`config.mk`:
```
export PLATFORM = sky130hd
export DESIGN_NAME = rel_stream_fifo
export DESIGN_NICKNAME = d
export VERILOG_FILES = /design/src/rtl/rel_stream_fifo.sv
export SDC_FILE = /design/constraint.sdc
export NUM_CORES = 1
export LEC_CHECK = 0
export ABC_AREA = 1
export CORE_MARGIN = 4
export CORE_UTILIZATION = 61
export CTS_CLUSTER_SIZE = 24
export DETAILED_ROUTE_END_ITERATION = 8
export PLACE_DENSITY_LB_ADDON = 0.08
export RECOVER_POWER = 50
export SYNTH_ARGS = -nofsm -noshare
export SYNTH_HDL_FRONTEND = slang
export SYNTH_SLANG_ARGS = --single-unit
```
`constraint.sdc`:
```
create_clock -name clk_i -period 5.49 [get_ports clk_i]
set_input_delay 1.098 -clock clk_i [delete_from_list [all_inputs] [get_ports clk_i]]
set_output_delay 1.098 -clock clk_i [all_outputs]
set_load 0.01 [all_outputs]
```
`src/rtl/rel_stream_fifo.sv`:
```
// rel_stream_fifo: stream FIFO with triplicated, majority-voted pointers, usage counter and handshake.
// Define REL_STREAM_FIFO_SCRUB_EN to rebuild every state copy from the voted values each cycle.
module rel_stream_fifo #(
    parameter type         T            = logic,
    parameter int unsigned Depth        = 4,
    parameter bit          TmrHandshake = 1'b1,
    parameter int unsigned HsWidth      = TmrHandshake ? 3 : 1,
    parameter int unsigned AddrWidth    = (Depth > 1) ? $clog2(Depth) : 1,
    parameter int unsigned CntWidth     = $clog2(Depth + 1)
) (
    input  logic                clk_i,
    input  logic                rst_ni,
    input  logic [HsWidth-1:0]  valid_i,
    output logic [HsWidth-1:0]  ready_o,
    input  T                    data_i,
    output logic [HsWidth-1:0]  valid_o,
    input  logic [HsWidth-1:0]  ready_i,
    output T                    data_o,
    output logic [CntWidth-1:0] usage_o,
    output logic                fault_o
);
    localparam logic [AddrWidth-1:0] LastPtr = AddrWidth'(Depth - 1);
    localparam logic [CntWidth-1:0]  FullCnt = CntWidth'(Depth);

    logic [AddrWidth-1:0] w_wptr_q [3];
    logic [AddrWidth-1:0] w_rptr_q [3];
    logic [AddrWidth-1:0] w_wptr_v [3];
    logic [AddrWidth-1:0] w_rptr_v [3];
    logic [CntWidth-1:0]  w_usage_q [3];
    logic [CntWidth-1:0]  w_usage_v [3];
    logic [2:0]           w_valid_in, w_ready_in, w_valid_out, w_ready_out, w_push, w_pop, w_part_mm;
    logic [AddrWidth-1:0] w_waddr, w_raddr;
    logic                 w_we, w_addr_mm, w_hs_mm;
    T                     r_mem [Depth];

    function automatic logic [AddrWidth-1:0] maj_ptr(input logic [AddrWidth-1:0] a, b, c);
        return (a & b) | (a & c) | (b & c);
    endfunction

    function automatic logic [CntWidth-1:0] maj_cnt(input logic [CntWidth-1:0] a, b, c);
        return (a & b) | (a & c) | (b & c);
    endfunction

    function automatic logic maj_bit(input logic [2:0] v);
        return (v[0] & v[1]) | (v[0] & v[2]) | (v[1] & v[2]);
    endfunction

    for (genvar i = 0; i < 3; i++) begin : g_part
        localparam int J = (i + 1) % 3;
        localparam int K = (i + 2) % 3;
        logic [AddrWidth-1:0] r_wptr, r_rptr, w_wbase, w_rbase;
        logic [CntWidth-1:0]  r_usage, w_ubase;
        assign w_wptr_q[i]  = r_wptr;
        assign w_rptr_q[i]  = r_rptr;
        assign w_usage_q[i] = r_usage;
        assign w_wptr_v[i]  = maj_ptr(r_wptr, w_wptr_q[J], w_wptr_q[K]);
        assign w_rptr_v[i]  = maj_ptr(r_rptr, w_rptr_q[J], w_rptr_q[K]);
        assign w_usage_v[i] = maj_cnt(r_usage, w_usage_q[J], w_usage_q[K]);
        assign w_part_mm[i] = (r_wptr != w_wptr_q[J]) || (r_wptr != w_wptr_q[K]) ||
                              (r_rptr != w_rptr_q[J]) || (r_rptr != w_rptr_q[K]) ||
                              (r_usage != w_usage_q[J]) || (r_usage != w_usage_q[K]);
        assign w_ready_out[i] = w_usage_v[i] != FullCnt;
        assign w_valid_out[i] = w_usage_v[i] != '0;
        assign w_push[i]      = w_valid_in[i] & w_ready_out[i];
        assign w_pop[i]       = w_valid_out[i] & w_ready_in[i];
`ifdef REL_STREAM_FIFO_SCRUB_EN
        assign w_wbase = w_wptr_v[i];
        assign w_rbase = w_rptr_v[i];
        assign w_ubase = w_usage_v[i];
`else
        assign w_wbase = r_wptr;
        assign w_rbase = r_rptr;
        assign w_ubase = r_usage;
`endif
        always_ff @(posedge clk_i or negedge rst_ni) begin
            if (!rst_ni) begin
                r_wptr  <= '0;
                r_rptr  <= '0;
                r_usage <= '0;
            end else begin
                r_wptr  <= w_push[i] ? ((w_wbase == LastPtr) ? '0 : w_wbase + AddrWidth'(1)) : w_wbase;
                r_rptr  <= w_pop[i] ? ((w_rbase == LastPtr) ? '0 : w_rbase + AddrWidth'(1)) : w_rbase;
                r_usage <= (w_push[i] && !w_pop[i]) ? w_ubase + CntWidth'(1) :
                           (w_pop[i] && !w_push[i]) ? w_ubase - CntWidth'(1) : w_ubase;
            end
        end
    end

    if (TmrHandshake) begin : g_tmr_hs
        assign w_valid_in = valid_i;
        assign w_ready_in = ready_i;
        assign valid_o    = w_valid_out;
        assign ready_o    = w_ready_out;
        assign w_hs_mm    = 1'b0;
    end else begin : g_single_hs
        assign w_valid_in = {3{valid_i[0]}};
        assign w_ready_in = {3{ready_i[0]}};
        assign valid_o    = maj_bit(w_valid_out);
        assign ready_o    = maj_bit(w_ready_out);
        assign w_hs_mm    = ((|w_valid_out) & ~(&w_valid_out)) | ((|w_ready_out) & ~(&w_ready_out));
    end

    assign w_we      = maj_bit(w_push);
    assign w_waddr   = maj_ptr(w_wptr_v[0], w_wptr_v[1], w_wptr_v[2]);
    assign w_raddr   = maj_ptr(w_rptr_v[0], w_rptr_v[1], w_rptr_v[2]);
    assign w_addr_mm = (w_wptr_v[0] != w_wptr_v[1]) || (w_wptr_v[0] != w_wptr_v[2]) ||
                       (w_rptr_v[0] != w_rptr_v[1]) || (w_rptr_v[0] != w_rptr_v[2]) ||
                       ((|w_push) && !(&w_push));

    // Storage is cleared on reset so the head entry is never X, even when empty.
    always_ff @(posedge clk_i or negedge rst_ni) begin
        if (!rst_ni) begin
            for (int n = 0; n < Depth; n++) r_mem[n] <= '0;
        end else if (w_we) begin
            r_mem[w_waddr] <= data_i;
        end
    end

    assign data_o  = r_mem[w_raddr];
    assign usage_o = maj_cnt(w_usage_q[0], w_usage_q[1], w_usage_q[2]);
    assign fault_o = (|w_part_mm) | w_addr_mm | w_hs_mm;
endmodule
```
# Word-level counts from Yosys, hierarchy flattened
# Cells that the tools add are included.
# classes
n_addsub	12
mul	0
div_mod_pow	0
order_cmp	3
n_eq_ne	31
n_shift	0
mux	24
bitwise_logic	51
reduce_logical	43
# op_table
cell	count
!= test 2 bit	16
bitwise OR 2 bit	16
bitwise AND 2 bit	12
two-way mux 2 bit	12
logical OR 1 bit	19
two-way mux 3 bit	6
!= test 3 bit	6
bitwise OR 3 bit	6
adder 2 x 1 -> 2 bit (second input constant)	6
equality test 2 bit (second input constant)	6
adder 3 x 1 -> 3 bit (second input constant)	3
bitwise AND 1 bit	9
bitwise AND 3 bit	3
!= test 3 bit (second input constant)	3
nonzero test 3 bit	3
subtractor 3 x 1 -> 3 bit (second input constant)	3
logical AND 1 bit	8
zero test 1 bit	7
>= comparator 3 bit (second input constant)	2
NOT 2 -> 3 bit	2
nonzero test 2 bit	3
OR reduction 3 bit	2
bitwise mux 4 bit	1
less-than comparator 3 x 1 -> 1 bit (second input constant)	1
5 further kinds	9
# word_totals
register_bits	25
latchBits	0
mem_bits_rw	0
rom_bits	0
in_bits	9
word_cells	177
mem_count	0

# Logic depth before layout (Yosys ltp)
# depth
ltp_word	12
mapped_depth	13

# Worst setup path after synthesis
# OpenSTA, ideal clock, no wires.
# synth_timing
path_type	register -> output
startpoint	register g_part[0].r_wptr[0]
endpoint	output fault_o
arrival_time_ns	1.776
required_time_ns	4.392
slack_ns	2.616
stages_incl_launch_ff	9
path_buffers	0
cell_sequence	dfrtp_1 ha_1 nor3_1 inv_1 ha_1 nor3_1 nand3_1 nor2_1 nand3_1
# synth_via
elab_chain_cells	9
word_cells_on_any_way	35
# synth_rtl
item	line	text
from (decl)	51	logic [AddrWidth-1:0] r_wptr, r_rptr, w_wbase, w_rbase;
from (signal assigned)	81	r_wptr <= w_push[i] ? ((w_wbase == LastPtr) ? '0 : w_wbase + AddrWidth'(1)) : w_wbase;
bitwise AND 2 bit	37	return (a & b) | (a & c) | (b & c);
bitwise OR 2 bit (2 in a row)	37	
!= test 2 bit	106	assign w_addr_mm = (w_wptr_v[0] != w_wptr_v[1]) || (w_wptr_v[0] != w_wptr_v[2]) ||
logical OR 1 bit (2 in a row)	106	
logical OR 1 bit (2 in a row)	107	(w_rptr_v[0] != w_rptr_v[1]) || (w_rptr_v[0] != w_rptr_v[2]) ||
bitwise OR 1 bit *	121	assign fault_o = (|w_part_mm) | w_addr_mm | w_hs_mm;
to (decl)	20	output logic fault_o
# Mark *: on every way between the ends. The rest lies on a longest branch, timed or not.

# Final worst setup path
# layout_timing
startpoint	register g_part[1].r_usage[0]
endpoint	output fault_o
# layout_via
elab_chain_cells	10
word_cells_on_any_way	30
# layout_rtl
item	line	text
from (decl)	52	logic [CntWidth-1:0] r_usage, w_ubase;
from (signal assigned)	83	r_usage <= (w_push[i] && !w_pop[i]) ? w_ubase + CntWidth'(1) :
bitwise AND 3 bit	41	return (a & b) | (a & c) | (b & c);
bitwise OR 3 bit	41	
bitwise OR 3 bit *	41	
!= test 3 bit *	62	assign w_ready_out[i] = w_usage_v[i] != FullCnt;
bitwise AND 1 bit *	64	assign w_push[i] = w_valid_in[i] & w_ready_out[i];
net w_push[0]	31	logic [2:0] w_valid_in, w_ready_in, w_valid_out, w_ready_out, w_push, w_pop, w_part_mm;
AND reduction 3 bit	108	((|w_push) && !(&w_push));
zero test 1 bit	108	
logical AND 1 bit *	108	
logical OR 1 bit *	107	
bitwise OR 1 bit *	121	
# Mark *: on every way through the listed nets, which the timed path passes. The rest lies on a longest branch.

==> impl_metrics.json <==
{
  "cellLeakagePower_nw": 1.03,
  "synth_edf_count": 0,
  "fin_crit_sh": 0.749,
  "pre_cts_ws_ns": 1.88,
  "cp.required_ns": 4.39,
  "cts_buffers": 3,
  "drt-initial-drc-count": 97,
  "ff2ff_setup_slack_ns": 2.25,
  "status": "completed",
  "die_height_um": 63.2,
  "cts.path.max_buffers": 2,
  "ys_seq_elements": 25,
  "drv_cap": 0,
  "clk_pin_slew_worst_paths_ns": 0.15,
  "fin_setup_tns_ns": 0,
  "clkPwrFrac": 0.061,
  "cts_resized": 0,
  "swShare": 0.472,
  "routedWlPerCell_um": 14.1,
  "firstDrtPassIters": 5,
  "via_per_inst": 5.70,
  "relSlewSlack": 0.0824,
  "postCtsSetupBuffers": 0,
  "cts_tree": "yes",
  "synth_nets": 244,
  "synth_most_common_cell": "nand2_1",
  "holdCritPathClass": "flip-flop to flip-flop",
  "die_w_um": 63.2,
  "ant_nets": 0,
  "crit_fanout": 7,
  "antennaDiodeCount": 0,
  "overflow": 0,
  "synthArstFlopShare": 1.00,
  "fin_cells": 253,
  "yosys.area.top_type": "dfrtp_1",
  "grt_max_degree": 26,
  "wirelength_um": 3570,
  "path_class": "flip-flop to output port",
  "synth_common_cells": "nand2_1, ha_1, dfrtp_1",
  "grt_pass1_vias": 1436,
  "postSynthCellCount": 198,
  "worst_pin_slew_ns": 1.38,
  "antenna_found_initial": 0,
  "fin_crit_ns": 4.11,
  "rsz0062_at_grt": "no",
  "p_comb_frac": 0.662,
  "synth_area_sq_um": 1860,
  "synthTopCellsByArea": "dfrtp_1, ha_1, nand2_1, fa_1, inv_1",
  "synth_warnings": 0,
  "area_growth_pct": 13.3,
  "via_count": 1443,
  "synth_top_area_frac": 0.337,
  "clock-sinks": 25,
  "cts_max_level": 1,
  "cp-end-kind": "output port",
  "initial_core_util": 0.656,
  "holdBufCountCts": 0,
  "final_area_sq_um": 2100,
  "setup_viol": 0,
  "skew_ns": 0.0123,
  "clkLatencyLatePin_ns": 0.34,
  "grt_use_total": 0.201,
  "num_rows": 19,
  "irDropWorstVdd_v": 0.000390,
  "core_area_sq_um": 2830,
  "yosys.cell_types.count": 31,
  "io_pins": 20,
  "drc": 0,
  "dp_hpwl_um": 3020,
  "layout-drive-gt1-share": 0.108,
  "seq_power_share": 0.277,
  "cp.arrival_ns": 3.01,
  "gp_congestion": 0.772,
  "cts-root-buf": "clkbuf_4",
  "slew_violations": 0,
  "startpoint_type": "flip-flop",
  "finalCoreUtilization": 0.743,
  "yosysSeqAreaShare": 0.337,
  "place_inst": 249,
  "setup_ws_ns": 1.38,
  "internal_power_mw": 0.762,
  "p_total_mw": 1.44,
  "hold_viol": 0,
  "power_density_nw_per_um2": 687,
  "io_buffers": 19,
  "placed_area_sq_um": 2090,
  "switchingPower_mw": 0.682,
  "grt_pass1_wl_um": 6330,
  "fp.dieArea_sq_um": 3990,
  "finalHoldWorstSlack_ns": 0.489,
  "syn_area_per_cell_sq_um": 9.37,
  "fmax_ghz": 0.243,
  "nets": 269,
  "ys.flop_type": "dfrtp_1"
}
area by class of cell:
cell class,instances,area (sq um)
timing repair buffer,20,194
sequential,25,626
clock buffer,3,22.5
fill,220,727
tap,31,38.8
clock inverter,1,7.51
multi-input combinational,155,1150
inverter,18,67.6
sequential cells by signal, indices dropped and copies added, names as in the netlist:
name            count
g_part.r_rptr       6
r_mem               4
g_part.r_wptr       6
g_part.r_usage      9
cells by family after synthesis:
family / Yosys count / share of synthesized area
AOI/OAI and AO/OA: 20 / 0.0681
adders and majority gates: 37 / 0.262
buffers and inverters: 18 / 0.0364
and+or+nand+nor: 89 / 0.250
muxes: 3 / 0.0182
DFF: 25 / 0.337
xor gates and xnor gates: 6 / 0.0283
critical path, cell delays in order (launching register included):
cell             delay [ns]
dfrtp_1                0.47
ha_1                   0.23
nor3_1                 0.81
nand3_4                0.23
nand2_1                0.16
inv_2                  0.08
o21ai_2                0.12
nand3_1                0.08
clkdlybuf4s50_1        0.48
power by group through the flow:
stage	sequential (mW)	clock, mW	combinational (mW)
finish	0.401	0.0879	0.956
global route	0.419	0.101	1.10
CTS	0.400	0.0912	0.988
detailed placement	0.404	0	0.979
global placement	0.395	0	0.934
floorplan	0.372	0	0.701
placed cells by master (no fill, tap or decap), types with 5 or more instances in the layout:
cell type	netlist	final
clkdlybuf4s50_1	0	18
nor3_1	6	7
xnor2_1	6	6
nand3_1	11	11
dfrtp_1	25	25
inv_1	15	15
o21ai_0	7	7
nor2_1	7	7
ha_1	34	34
nor4_1	5	5
nand2_1	42	44
metal layers:
metal / routed length, um / vias up / GRT usage / share of wire
li1: - / 734 / - / -
met1: 1620 / 686 / 0.248 / 0.45
met2: 1800 / 16 / 0.357 / 0.50
met3: 82 / 7 / 0.0302 / 0.023
met4: 61 / 0 / 0.0661 / 0.017
met5: 0 / - / 0 / 0
final timing paths:
kind | depth (start not counted) | endpoint | from
setup / recovery | 8 | fault_o | g_part[1].r_usage[0]
hold / removal | 2 | r_mem[2] | r_mem[2]
setup reg to reg | 10 | g_part[0].r_usage[2] | g_part[1].r_usage[0]
min in group asynchronous | 2 | g_part[1].r_usage[1] | rst_ni
hold reg to reg | 2 | r_mem[2] | r_mem[2]
max in group asynchronous | 2 | g_part[2].r_usage[1] | rst_ni
Power figures use the tool's default switching activity.
